===== config.mk =====
export PLATFORM = sky130hd
export DESIGN_NAME = cpu_control
export DESIGN_NICKNAME = d
export VERILOG_FILES = /design/src/rtl/cpu_pkg.sv /design/src/rtl/cpu_jump_cond.sv /design/src/rtl/cpu_control.sv
export SDC_FILE = /design/constraint.sdc
export NUM_CORES = 1
export LEC_CHECK = 0
export ABC_CLOCK_PERIOD_IN_PS = 2300
export CORE_UTILIZATION = 44
export CTS_BUF_LIST = sky130_fd_sc_hd__clkbuf_16
export DETAILED_ROUTE_END_ITERATION = 7
export HOLD_SLACK_MARGIN = 0.12
export PLACE_DENSITY = 0.77
export SYNTH_ARGS = -nofsm -noshare
export SYNTH_HDL_FRONTEND = slang
export SYNTH_SLANG_ARGS = --single-unit

===== constraint.sdc =====
create_clock -name clk -period 2.3 [get_ports clk]
set_input_delay 0.69 -clock clk [delete_from_list [all_inputs] [get_ports clk]]
set_output_delay 0.69 -clock clk [all_outputs]
set_load 0.01 [all_outputs]

===== src/rtl/cpu_pkg.sv =====
// Shared definitions for the Hack-style CPU controller: FSM states,
// datapath width and instruction field bit positions.
package cpu_pkg;

    localparam int WIDTH = 16;

    // C-instruction layout: 1 x x a c1..c6 d1 d2 d3 j1 j2 j3
    localparam int CBIT    = 15;
    localparam int ABIT    = 12;
    localparam int COMP_HI = 11;
    localparam int COMP_LO = 6;
    localparam int DEST_A  = 5;
    localparam int DEST_D  = 4;
    localparam int DEST_M  = 3;
    localparam int JMP_LT  = 2;
    localparam int JMP_EQ  = 1;
    localparam int JMP_GT  = 0;

    typedef enum logic [2:0] {
        FETCH,
        DECODE,
        MEM_RD,
        EXEC,
        MEM_WR,
        COMMIT
    } state_t;

endpackage


===== src/rtl/cpu_jump_cond.sv =====
// Jump decision from the j field and the latched ALU zero/negative flags.
module cpu_jump_cond
    import cpu_pkg::*;
(
    input  logic [2:0] j,
    input  logic       zr,
    input  logic       ng,
    output logic       take
);

    assign take = (j[JMP_LT] & ng) | (j[JMP_EQ] & zr) | (j[JMP_GT] & ~ng & ~zr);

endmodule


===== src/rtl/cpu_control.sv =====
// Multi-cycle fetch/decode/execute controller for the 16-bit Hack-style CPU.
// Owns A, D and PC, drives the external ALU and both memory handshakes.
module cpu_control #(
    parameter int               WIDTH    = 16,
    parameter logic [WIDTH-1:0] RESET_PC = 16'h0000
) (
    input  logic             clk,
    input  logic             reset,
    output logic             imem_req,
    output logic [WIDTH-1:0] imem_addr,
    input  logic [WIDTH-1:0] imem_rdata,
    input  logic             imem_valid,
    output logic             dmem_req,
    output logic             dmem_we,
    output logic [WIDTH-1:0] dmem_addr,
    output logic [WIDTH-1:0] dmem_wdata,
    input  logic [WIDTH-1:0] dmem_rdata,
    input  logic             dmem_ready,
    output logic [WIDTH-1:0] alu_x,
    output logic [WIDTH-1:0] alu_y,
    output logic             alu_zx,
    output logic             alu_nx,
    output logic             alu_zy,
    output logic             alu_ny,
    output logic             alu_f,
    output logic             alu_no,
    input  logic [WIDTH-1:0] alu_out,
    input  logic             alu_zr,
    input  logic             alu_ng,
    output logic [WIDTH-1:0] pc,
    output logic [WIDTH-1:0] a_reg,
    output logic [WIDTH-1:0] d_reg
);
    import cpu_pkg::*;

    state_t           state;
    state_t           state_next;
    logic [WIDTH-1:0] ir;
    logic [WIDTH-1:0] m_reg;
    logic [WIDTH-1:0] r_reg;
    logic             zr_flag;
    logic             ng_flag;
    logic             take;
    logic [2:0]       jump_bits;
    logic [5:0]       comp;
    logic [WIDTH-1:0] pc_inc;

    assign pc_inc     = pc + WIDTH'(1);
    assign jump_bits  = {ir[JMP_LT], ir[JMP_EQ], ir[JMP_GT]};
    assign imem_addr  = pc;
    assign dmem_addr  = a_reg;
    assign dmem_wdata = r_reg;
    assign alu_x      = d_reg;
    assign alu_y      = ir[ABIT] ? m_reg : a_reg;
    assign {alu_zx, alu_nx, alu_zy, alu_ny, alu_f, alu_no} = comp;

    cpu_jump_cond u_jump_cond (
        .j    (jump_bits),
        .zr   (zr_flag),
        .ng   (ng_flag),
        .take (take)
    );

    always_ff @(posedge clk) begin
        if (reset) begin
            state <= FETCH;
        end else begin
            state <= state_next;
        end
    end

    always_comb begin
        state_next = state;
        case (state)
            FETCH:   if (imem_valid) state_next = DECODE;
            DECODE: begin
                if (!ir[CBIT])     state_next = FETCH;
                else if (ir[ABIT]) state_next = MEM_RD;
                else               state_next = EXEC;
            end
            MEM_RD:  if (dmem_ready) state_next = EXEC;
            EXEC:    state_next = ir[DEST_M] ? MEM_WR : COMMIT;
            MEM_WR:  if (dmem_ready) state_next = COMMIT;
            COMMIT:  state_next = FETCH;
            default: state_next = FETCH;
        endcase
    end

    // Requests are masked while reset is asserted so nothing is issued before
    // the first cycle after release, even though the state is already FETCH.
    always_comb begin
        imem_req = 1'b0;
        dmem_req = 1'b0;
        dmem_we  = 1'b0;
        comp     = '0;
        if (!reset) begin
            case (state)
                FETCH:   imem_req = 1'b1;
                MEM_RD:  dmem_req = 1'b1;
                MEM_WR: begin
                    dmem_req = 1'b1;
                    dmem_we  = 1'b1;
                end
                default: ;
            endcase
            if (ir[CBIT]) comp = ir[COMP_HI:COMP_LO];
        end
    end

    // COMMIT reads the pre-instruction A for the jump target while A itself
    // may be overwritten by R in the same cycle.
    always_ff @(posedge clk) begin
        if (reset) begin
            pc      <= RESET_PC;
            a_reg   <= '0;
            d_reg   <= '0;
            ir      <= '0;
            m_reg   <= '0;
            r_reg   <= '0;
            zr_flag <= 1'b0;
            ng_flag <= 1'b0;
        end else begin
            case (state)
                FETCH:  if (imem_valid) ir <= imem_rdata;
                DECODE: begin
                    if (!ir[CBIT]) begin
                        a_reg <= {1'b0, ir[CBIT-1:0]};
                        pc    <= pc_inc;
                    end
                end
                MEM_RD: if (dmem_ready) m_reg <= dmem_rdata;
                EXEC: begin
                    r_reg   <= alu_out;
                    zr_flag <= alu_zr;
                    ng_flag <= alu_ng;
                end
                COMMIT: begin
                    if (ir[DEST_A]) a_reg <= r_reg;
                    if (ir[DEST_D]) d_reg <= r_reg;
                    pc <= take ? a_reg : pc_inc;
                end
                default: ;
            endcase
        end
    end

endmodule


Word level (Yosys, flattened, before mapping). Index checks and enable logic that the tools add are counted.

Output and inout port bits: 137. Memories kept: 0. Memory bits (read-only): 0. Bits in latches: 0. Bits in writable memories: 0. Register bits after elaboration: 101. Word-level logic and storage cells: 59.

Reductions and logical operators: 9. Bitwise logic cells: 8. $mul: 0. $lt $le $gt $ge: 0. Add/sub/neg operators: 1. Shift operators: 0. Divide/modulo/power cells: 0. Equality and inequality tests: 10. Mux-type cells: 22.

Operators by type and width (count): $mux W16 (5); $pmux W16 S2 (2); $add A16 B1 Y16 const B (1); $pmux W3 S5 (1); $mux W6 (2); $ne A2 B2 Y1 const B (5); $mux W3 (3); $mux W1 (8); $reduce_and A2 Y1 (4); $eq A3 B2 Y1 const B (2); $eq A3 B3 Y1 const B (2); $reduce_and A3 Y1 (2); $and A1 B1 Y1 (4); $eq A3 B1 Y1 const B (1); $logic_not A3 Y1 (1); $mux W2 (1); $not A1 Y1 (2); $or A1 B1 Y1 (2); $reduce_bool A2 Y1 (1); $reduce_or A2 Y1 (1).

Depth between registers and ports, before layout. Gate-level depths: netlist of the first run.

Word-level depth: 6. Depth in mapped cells: 7. Depth with buffers taken out: 5.

Cells and area by module. From an unflattened synthesis of the first run, not the netlist that was laid out.

Cells, all modules: 608. Area total of the unflattened synthesis: 4773.3 µm².

By module, submodules not included: cpu_control (cells an instance 606, times used 1, area an instance 4755.8 µm², sequential area each 2021.9 µm²); cpu_jump_cond (cells an instance 2, times used 1, area an instance 17.5 µm², sequential area each 0.0 µm²).

Least setup slack after synthesis of the first run. OpenSTA, ideal clock, no wires.

Path type: input port to output port. Start point: in reset. End point: out imem_req. Cell stages on the path: 3. Data required time: 1.610 ns. Arrival time: 1.427 ns. Slack: 0.183 ns. Path through: clkbuf_1 > clkbuf_1 > nor4_1.

Cells in the longest elaborated chain, start to end: 1.

Ends and longest elaborated chain: start: declaration (RTL line cpu_control.sv:8) `input logic reset,`; $mux W1 (RTL line cpu_control.sv:96) `if (!reset) begin`; end: declaration (RTL line cpu_control.sv:9) `output logic imem_req,`.

No other way between the ends.

Final worst setup path of the first run.
Start point: reg ir[12]. End point: out alu_y[15].

Cells in the longest elaborated chain, start to end: 1.

Ends and longest elaborated chain: start: declaration (RTL line cpu_control.sv:38) `logic [WIDTH-1:0] ir;`; start signal: assignment (RTL line cpu_control.sv:124) `FETCH: if (imem_valid) ir <= imem_rdata;`; $mux W16 (RTL line cpu_control.sv:54) `assign alu_y = ir[ABIT] ? m_reg : a_reg;`; end: declaration (RTL line cpu_control.sv:20) `output logic [WIDTH-1:0] alu_y,`.

No other way between the ends.

==> impl_metrics.ini, run 1 <==
[sta]
setup-tns-final_ns = 0
hold_viol_final = 0
slew_viol_final = 0
tightest_slew_ns = 0.6522
rsz0062_at_grt = false
max_slew_margin = 0.5652
period_needed_ns = 2.212
setup_viol = 0
fmax_ghz = 0.4522
fin_skew_ns = 0.01008
holdWs_ns = 0.4618
post-route-period-util = 0.9615

[floorplanning]
fp.dieW_um = 106.8
io_pins = 191
die-area_mm2 = 0.01140
die_h_um = 106.8
initial_utilization = 0.4616
rows = 37
core_mm2 = 0.01046

[synthesis]
synth.top_cell.area_share = 0.4187
syn_avg_cell_area_um2 = 7.892
synth_edf_count = 0
ys_warn_count = 0
ys_async_sr_fraction = 0
yosysTopAreaCell = dfxtp_1
synthesis.area_mm2 = 0.004830
synth.distinct_cells = 55
synth-seq-cells = 101
synth_cells = 612
ys_seq_area_frac = 0.4187
synth.area.top_cells = dfxtp_1 42%, nand2_1 14%, a21oi_1 8.0%
ys.flop_type = dfxtp_1
synth_nets = 667

[global_routing]
track_usage = 0.2535
grt_pass1_wl_um = 22920
busiest_layer = met2
use_met2 = 0.4327
grt_max_degree = 48
grt_use_met3 = 0.07720
grt.met1_usage = 0.3148
overflow = 0
antenna_found_initial = 0
grt_pass1_vias = 4496

[job]
cap_violations = 0

[place]
portBuffers = 190
dpl.hpwl_um = 10650
dp.cells = 875
place_congestion = 0.8479

[clock_network]
cts.sinks = 101
hold_buffers = 0
cts-root-buf = clkbuf_16
cts_setup_buffers = 0
numCtsBuffers = 9
cts_htree_levels = 3
clockBufferDepth = 2
clock_latency_ns = 0.34
cts_tree = yes
cts.clk_slew.worst_paths_ns = 0.07

[routing]
postRouteAntennaNets = 0
dr.first_iter.drc_count = 226
wirelength_um = 14340
wl_per_cell_um = 16.10
dr.pass1.iters = 6
via_per_inst = 5.313
dr_total_vias = 4734
drcViolationCount = 0

[final_layout]
antennaDiodeCount = 0
area_growth_pct = 42.64
nNetsFinal = 805
drive_gt1_frac = 0.09536
stdcell_count = 891
multi_input_area_mm2 = 0.002280
final.fill_count = 899
regArea_mm2 = 0.002022

[power]
peakVddDrop_v = 0.0004921
p_leak_nw = 2.468
power_per_cell_area_mw_per_mm2 = 576.8

[setup_path]
path_cells = buf_6 > mux2_2 > dlygate4sd2_1
cp_max_fo = 11
endpoint_kind = output pin
worstSetupStartpointType = flop
cp_slowest_cell = dfxtp_1
crit_arrival_ns = 1.52
max_stage_delay_ns = 0.36
crit_required_ns = 1.61
crit_type = reg -> out

[outcome]
status = complete, no violations

[min_path]
hold_class = reg -> reg
area by class of cell:
| type | count | share of cell area |
|---|---|---|
| multi-input cells | 419 | 0.3309 |
| repair buffers | 214 | 0.3020 |
| flip-flops and latches | 101 | 0.2935 |
| clock buffers | 9 | 0.03269 |
| well taps | 136 | 0.02470 |
| clock inverters | 7 | 0.01344 |
| inverters | 5 | 0.002724 |
cell usage after synthesis, drive strengths merged, types with 6 or more instances:
cell type	number
a311oi	16
a21oi	77
nor2b	6
nor3	8
nor2	24
dfxtp	101
clkbuf	29
nand3	11
and2	9
o21ai	8
buf	58
mux2	21
nand4	6
nand2	174
where the power goes:
group	leakage, nW	switching (mW)	internal [mW]
Clock	0.155	0.712	0.873
Sequential	0.819	0.0665	1.80
Combinational	1.49	0.234	0.292
critical path, delay by kind of cell, from the launching register on:
| family | cells | cell delay, ns |
|---|---|---|
| buffers and inverters | 2 | 0.47 |
| multiplexers | 1 | 0.35 |
| flip-flops | 1 | 0.36 |
layout by cell type (no fill, tap or decap), drive strengths merged, types with 3 or more instances in the layout:
master | synthesis | layout
a21oi | 77 | 77
a311oi | 16 | 16
a32o | 3 | 3
and2 | 9 | 9
and4 | 3 | 3
buf | 58 | 25
clkbuf | 29 | 9
clkdlybuf4s50 | 0 | 164
clkinv | 0 | 3
dfxtp | 101 | 101
dlygate4sd2 | 0 | 25
inv | 5 | 8
mux2 | 21 | 21
mux2i | 4 | 4
nand2 | 174 | 174
nand2b | 3 | 3
nand3 | 11 | 11
nand4 | 6 | 6
nor2 | 24 | 24
nor2b | 6 | 6
nor3 | 8 | 8
nor4 | 4 | 4
o21ai | 8 | 8
o32ai | 3 | 3
or3 | 3 | 3
worst paths after layout:
kind / cells after the start / slack [ns] / end / start
max reg2reg: 4 / 0.27 / imem_addr[13] / imem_addr[5]
min: 2 / 0.46 / m_reg[4] / m_reg[4]
min reg2reg: 2 / 0.46 / m_reg[4] / m_reg[4]
max: 3 / 0.09 / alu_y[15] / ir[12]
cells by family after synthesis:
group	share of synthesized area
and+or+nand+nor	0.2443
xor gates and xnor gates	0.007255
buffers and inverters	0.1127
adders and majority gates	0.002590
muxes	0.05725
AOI/OAI and AO/OA	0.1573
DFF	0.4187
metrics by stage:
| stage | total power, mW | instance area (um^2) | setup WS (ns) | util |
|---|---|---|---|---|
| after floorplan | 2.139 | 4830 | 0.1831 | - |
| after global placement | 2.438 | 6589 | -0.1962 | 0.6298 |
| after detailed placement | 2.446 | 6589 | -0.2325 | 0.6298 |
| after CTS | 4.012 | 6883 | 0.06359 | 0.6579 |
| after global routing | 4.127 | 6889 | 0.01683 | 0.6585 |
| final | 3.974 | 6889 | 0.08847 | 0.6585 |
metal layers:
layer	part of all wire	up-vias
met1	0.43	2217
li1	-	2323
met5	0	-
met3	0.078	8
met2	0.49	186
met4	0.0077	0
timing repair:
item	CTS	global route
gates cloned	0	0
gates resized for setup	27	1
setup endpoints to repair	25	1
No activity file was read; power rests on OpenSTA's default activity.
==> run 2: changes to the inputs <==
--- a/config.mk
+++ b/config.mk
@@ -6,7 +6,9 @@
 export NUM_CORES = 1
 export LEC_CHECK = 0
 export ABC_CLOCK_PERIOD_IN_PS = 2300
-export CORE_UTILIZATION = 44
+export CELL_PAD_IN_SITES_DETAIL_PLACEMENT = 2
+export CELL_PAD_IN_SITES_GLOBAL_PLACEMENT = 2
+export CORE_UTILIZATION = 24
 export CTS_BUF_LIST = sky130_fd_sc_hd__clkbuf_16
 export DETAILED_ROUTE_END_ITERATION = 7
 export HOLD_SLACK_MARGIN = 0.12
==> run 2 against run 1 <==
- power up 2.8%
- critical path depth unchanged
- die area up 82%
- register-to-register slack worse by 0.04 ns
- critical endpoint is now alu_y[1]
- count of clock-buffer cells in the layout unchanged
- non-clock buffer count up 10
- sequential share of layout area down 0.85 points
- final cell count up 16%
- utilization down 30 points
- worst setup slack worse by 0.0039 ns
==> impl_metrics.ini, run 2 (synthesis results as in run 1) <==
[power]
combPwrFrac = 0.134
p_clk_frac = 0.409
seqPwrFrac = 0.457
power_per_cell_area_mw_per_mm2 = 575.5
peakVddDrop_v = 0.0003581
p_int_mw = 3.051
p_leak_nw = 2.532
power.total_mw = 4.086
sw_frac_of_total = 0.2532
power_switching_mw = 1.034

[final_layout]
layout_commonest_cell = nand2_1
post-route-cell-area_mm2 = 0.007099
mostFrequentLayoutCells = 174 x nand2_1, 164 x clkdlybuf4s50_1, 100 x dfxtp_1
multi_input_area_mm2 = 0.002273
nNetsFinal = 815
area_growth_pct = 46.99
drive_gt1_frac = 0.1072
final.fill_count = 2275
regArea_mm2 = 0.002023
antennaDiodeCount = 0
stdcell_count = 1030

[floorplanning]
die-area_mm2 = 0.02069
fp.dieW_um = 143.9
core_mm2 = 0.01959
initial_utilization = 0.2465
rows = 51
io_pins = 191
die_h_um = 143.9

[setup_path]
worstSetupStartpointType = flop
cp_max_fo = 6
endpoint_kind = output pin
crit_arrival_ns = 1.53
crit_required_ns = 1.61
crit_type = reg -> out

[global_routing]
use_met2 = 0.3242
antenna_found_initial = 1
overflow = 0
grt_pass1_wl_um = 28940
grt_max_degree = 47
grt.met1_usage = 0.2302
busiest_layer = met2
track_usage = 0.1860
grt_pass1_vias = 5117
grt_use_met3 = 0.04099

[clock_network]
cts-root-buf = clkbuf_16
clock_latency_ns = 0.36
numCtsBuffers = 9
clockBufferDepth = 2
cts_tree = yes
cts_htree_levels = 3
cts.sinks = 101
cts.clk_slew.worst_paths_ns = 0.07

[sta]
holdWs_ns = 0.4632
slew_viol_final = 0
setup-tns-final_ns = 0
hold_viol_final = 0
fin_skew_ns = 0.009775
setup_viol = 0
post-route-period-util = 0.9632
fmax_ghz = 0.4514
period_needed_ns = 2.215
max_slew_margin = 0.5181
tightest_slew_ns = 0.7211
rsz0062_at_grt = false

[routing]
via_per_inst = 4.773
wl_per_cell_um = 18.49
drcViolationCount = 0
dr.pass1.iters = 4
dr.first_iter.drc_count = 142
dr_total_vias = 4916
postRouteAntennaNets = 0
wirelength_um = 19050

[min_path]
hold_class = reg -> reg

[place]
placed_cell_area_mm2 = 0.006800
dp.cells = 1014
portBuffers = 190
place_congestion = 0.8200
dpl.hpwl_um = 14460

[outcome]
status = complete, no violations

[job]
cap_violations = 0
[run 2: changes by cell type in the layout (fill, tap and decap cells not counted), sizes merged]
cell,previous run,this run
dlygate4sd2,25,24
inv,8,7
buf,25,35
dlymetal6s2s,0,1
bufinv,1,2
[run 2: cell type report]
type / count / area share
Multi-Input combinational cell: 419 / 0.3202
Timing Repair Buffer: 224 / 0.3001
Sequential cell: 101 / 0.2850
Tap cell: 265 / 0.04670
Clock buffer: 9 / 0.03172
Clock inverter: 7 / 0.01357
Inverter: 5 / 0.002644
[run 2: what timing repair did]
item | in CTS | in global routing
setup endpoints to repair | 24 | 1
buffers inserted | 0 | 0
endpoints found under the hold margin | 0 | 0
hold buffers | 0 | 0
resized for setup | 26 | 1
[run 2: layer usage]
layer	share of wire	up-vias	routed length (um)
li1	-	2343	-
met1	0.45	2423	8532
met2	0.50	134	9439
met3	0.049	14	924
met4	0.0072	2	137
met5	0.00068	-	13
[run 2: critical path: stages, from the launching register on]
cell and delay, ns:
dfxtp_2 0.36, buf_4 0.17, mux2_2 0.35, dlygate4sd2_1 0.30
[run 2: power groups by stage]
stage          combinational (mW)  sequential [mW]  clock [mW]
2_1_floorplan               0.249             1.89           0
3_3_place_gp                0.550             1.91           0
3_5_place_dp                0.571             1.91           0
4_1_cts                     0.557             1.87        1.73
5_1_grt                     0.590             1.88        1.80
6_report                    0.547             1.87        1.67
[run 2: through the flow]
step / setup slack, ns / util
detailed placement: -0.1993 / 0.3471
global route: 0.03284 / 0.3624
finish: 0.08456 / 0.3624
CTS: 0.002258 / 0.3623
global placement: -0.1449 / 0.3471
floorplan: 0.1831 / -
[run 2: worst paths after layout]
kind | from | to | slack, ns | cells after the start
setup / recovery | ir[12] | alu_y[1] | 0.08 | 3
hold / removal | m_reg[13] | m_reg[13] | 0.46 | 2
setup reg to reg | imem_addr[0] | imem_addr[13] | 0.23 | 4
hold reg to reg | m_reg[13] | m_reg[13] | 0.46 | 2
==> run 3: changes to the inputs <==
--- a/config.mk
+++ b/config.mk
@@ -5,14 +5,14 @@
 export SDC_FILE = /design/constraint.sdc
 export NUM_CORES = 1
 export LEC_CHECK = 0
-export ABC_CLOCK_PERIOD_IN_PS = 2300
+export ABC_CLOCK_PERIOD_IN_PS = 2000
 export CELL_PAD_IN_SITES_DETAIL_PLACEMENT = 2
 export CELL_PAD_IN_SITES_GLOBAL_PLACEMENT = 2
-export CORE_UTILIZATION = 24
+export CORE_UTILIZATION = 21
 export CTS_BUF_LIST = sky130_fd_sc_hd__clkbuf_16
 export DETAILED_ROUTE_END_ITERATION = 7
 export HOLD_SLACK_MARGIN = 0.12
-export PLACE_DENSITY = 0.77
+export PLACE_DENSITY = 0.71
 export SYNTH_ARGS = -nofsm -noshare
 export SYNTH_HDL_FRONTEND = slang
 export SYNTH_SLANG_ARGS = --single-unit
==> constraint.sdc (replaced) <==
create_clock -name clk -period 2 [get_ports clk]
set_input_delay 0.6 -clock clk [delete_from_list [all_inputs] [get_ports clk]]
set_output_delay 0.6 -clock clk [all_outputs]
set_load 0.01 [all_outputs]
==> run 3 against run 2 <==
- final area up 4.7%
- die area up 14%
- largest cell class is now buffers
- first-iteration DRC count grew 15%
- critical path type unchanged
- highest routed layer is now met4
- register-to-register slack worse by 0.11 ns
- sequential power is 14% higher
- global-route usage decreased by 1.2 points
- clock power rose by 15%
- combinational power up 30%
==> impl_metrics.ini, run 3 (synthesis results as in run 1) <==
[outcome]
status = complete, no violations

[setup_path]
path_cells = buf_6 > buf_4 > mux2_4 > buf_6
cp_slowest_cell = dfxtp_4
rr_worst_depth = 6
max_stage_delay_ns = 0.36
startpoint = ir[12]
cp_max_fo = 6
crit_required_ns = 1.40
endpoint_kind = output pin
r2r_end = imem_addr[13]
crit_top_cell = buf_6
crit_arrival_ns = 1.39
crit_type = reg -> out
regToRegSetupSlack_ns = 0.12
regToRegStartpoint = state[2]
cp-endpoint = alu_y[0]
worstSetupStartpointType = flop

[routing]
wl_per_cell_um = 18.85
via_per_inst = 4.667
drcViolationCount = 0
dr_total_vias = 5040
wirelength_um = 20350
dr.pass1.iters = 4
postRouteAntennaNets = 0
dr.first_iter.drc_count = 163

[sta]
post-route-period-util = 0.9949
max_slew_margin = 0.6970
holdWs_ns = 0.4600
hold_viol_final = 0
fmax_ghz = 0.5026
worst_slack_ns = 0.01020
setup_viol = 0
rsz0062_at_grt = true
tightest_slew_ns = 0.4544
fin_skew_ns = 0.01197
period_needed_ns = 1.990
slew_viol_final = 0
setup-tns-final_ns = 0

[clock_network]
cts.sinks = 101
cts.clk_slew.worst_paths_ns = 0.07
clockBufferDepth = 2
cts-root-buf = clkbuf_16
clock_latency_ns = 0.36
cts_htree_levels = 3
cts_tree = yes
hold_buffers = 0
numCtsBuffers = 9

[power]
power_switching_mw = 1.231
p_clk_frac = 0.403
peakVddDrop_v = 0.0003748
p_leak_nw = 2.884
combPwrFrac = 0.149
sw_frac_of_total = 0.2577
seqPwrFrac = 0.449
p_int_mw = 3.547
power_per_cell_area_mw_per_mm2 = 642.6

[final_layout]
mostFrequentLayoutCells = 174 x nand2_1, 134 x clkdlybuf4s50_1, 76 x a21oi_1
final_core_util = 0.3294
area_growth_pct = 53.96
nNetsFinal = 845
layout_commonest_cell = nand2_1
antennaDiodeCount = 0
drive_gt1_frac = 0.2075

[min_path]
hold_class = reg -> reg
min_delay_path_depth = 2

[floorplanning]
die_h_um = 153.7
die-area_mm2 = 0.02361
fp.dieW_um = 153.7
rows = 55
core_mm2 = 0.02257
io_pins = 191
initial_utilization = 0.2140

[place]
portBuffers = 190
pre_cts_slack_ns = -0.3643
place_congestion = 0.8333
dpl.hpwl_um = 15360

[job]
cap_violations = 0

[global_routing]
grt_pass1_vias = 5397
track_usage = 0.1738
grt_max_degree = 40
antenna_found_initial = 0
grt_pass1_wl_um = 31540
overflow = 0
[run 3: cell types whose count changed in the layout (fill, tap and decap cells not counted), sizes merged]
cell           before  now
clkinv              3    2
dlygate4sd2        24   23
buf                35   85
dlymetal6s2s        1    7
clkdlybuf4s50     164  134
clkbuf              9   14
clkinvlp            0    1
[run 3: cell type report]
| class | count | area [um^2] |
|---|---|---|
| Tap cell | 285 | 356.6 |
| Fill cell | 2564 | 15140 |
| Sequential cell | 101 | 2072 |
| Inverter | 5 | 18.77 |
| Multi-Input combinational cell | 419 | 2310 |
| Clock inverter | 7 | 88.84 |
| Clock buffer | 9 | 225.2 |
| Timing Repair Buffer | 254 | 2365 |
[run 3: how the worst min path moves through the flow]
| stage | startpoint | end | slack, ns |
|---|---|---|---|
| after detailed placement | m_reg[11] | m_reg[11] | 0.45 |
| after global routing | m_reg[11] | m_reg[11] | 0.49 |
| final | ir[14] | ir[14] | 0.46 |
| after global placement | m_reg[12] | m_reg[12] | 0.44 |
| after floorplan | m_reg[0] | m_reg[0] | 0.43 |
| after CTS | m_reg[2] | m_reg[2] | 0.47 |
[run 3: timing repair]
action / in CTS / in global routing
buffers inserted: 9 / 0
resized for setup: 161 / 28
cloned: 0 / 0
pin swaps: 0 / 0
endpoints found under the setup margin: 75 / 39
[run 3: critical path: cells and delay by family, from the launching register on]
| family | cells | cell delay, ns |
|---|---|---|
| flops | 1 | 0.36 |
| buf+inv | 3 | 0.38 |
| mux | 1 | 0.29 |
[run 3: metrics by stage]
stage          instance area, um^2  cells  total power [mW]
6_report                      7436   1080             4.779
5_1_grt                       7436   1080             4.979
4_1_cts                       7451   1081             4.867
3_5_place_dp                  7028   1056             2.896
3_3_place_gp                  7028   1056             2.873
2_1_floorplan                 4830    612             2.460
[run 3: power groups by stage]
stage | Combinational, mW | Clock (mW) | Sequential (mW)
after global routing | 0.765 | 2.06 | 2.15
after floorplan | 0.286 | 0 | 2.17
final | 0.711 | 1.92 | 2.14
after global placement | 0.687 | 0 | 2.19
after detailed placement | 0.708 | 0 | 2.19
after CTS | 0.728 | 1.99 | 2.15
[run 3: per-layer routing]
layer | part of all wire | wire length (um) | global-route usage
met1 | 0.45 | 9092 | 0.2158
met2 | 0.48 | 9762 | 0.2963
met3 | 0.060 | 1215 | 0.04030
met4 | 0.014 | 284 | 0.05429
met5 | 0 | 0 | 0
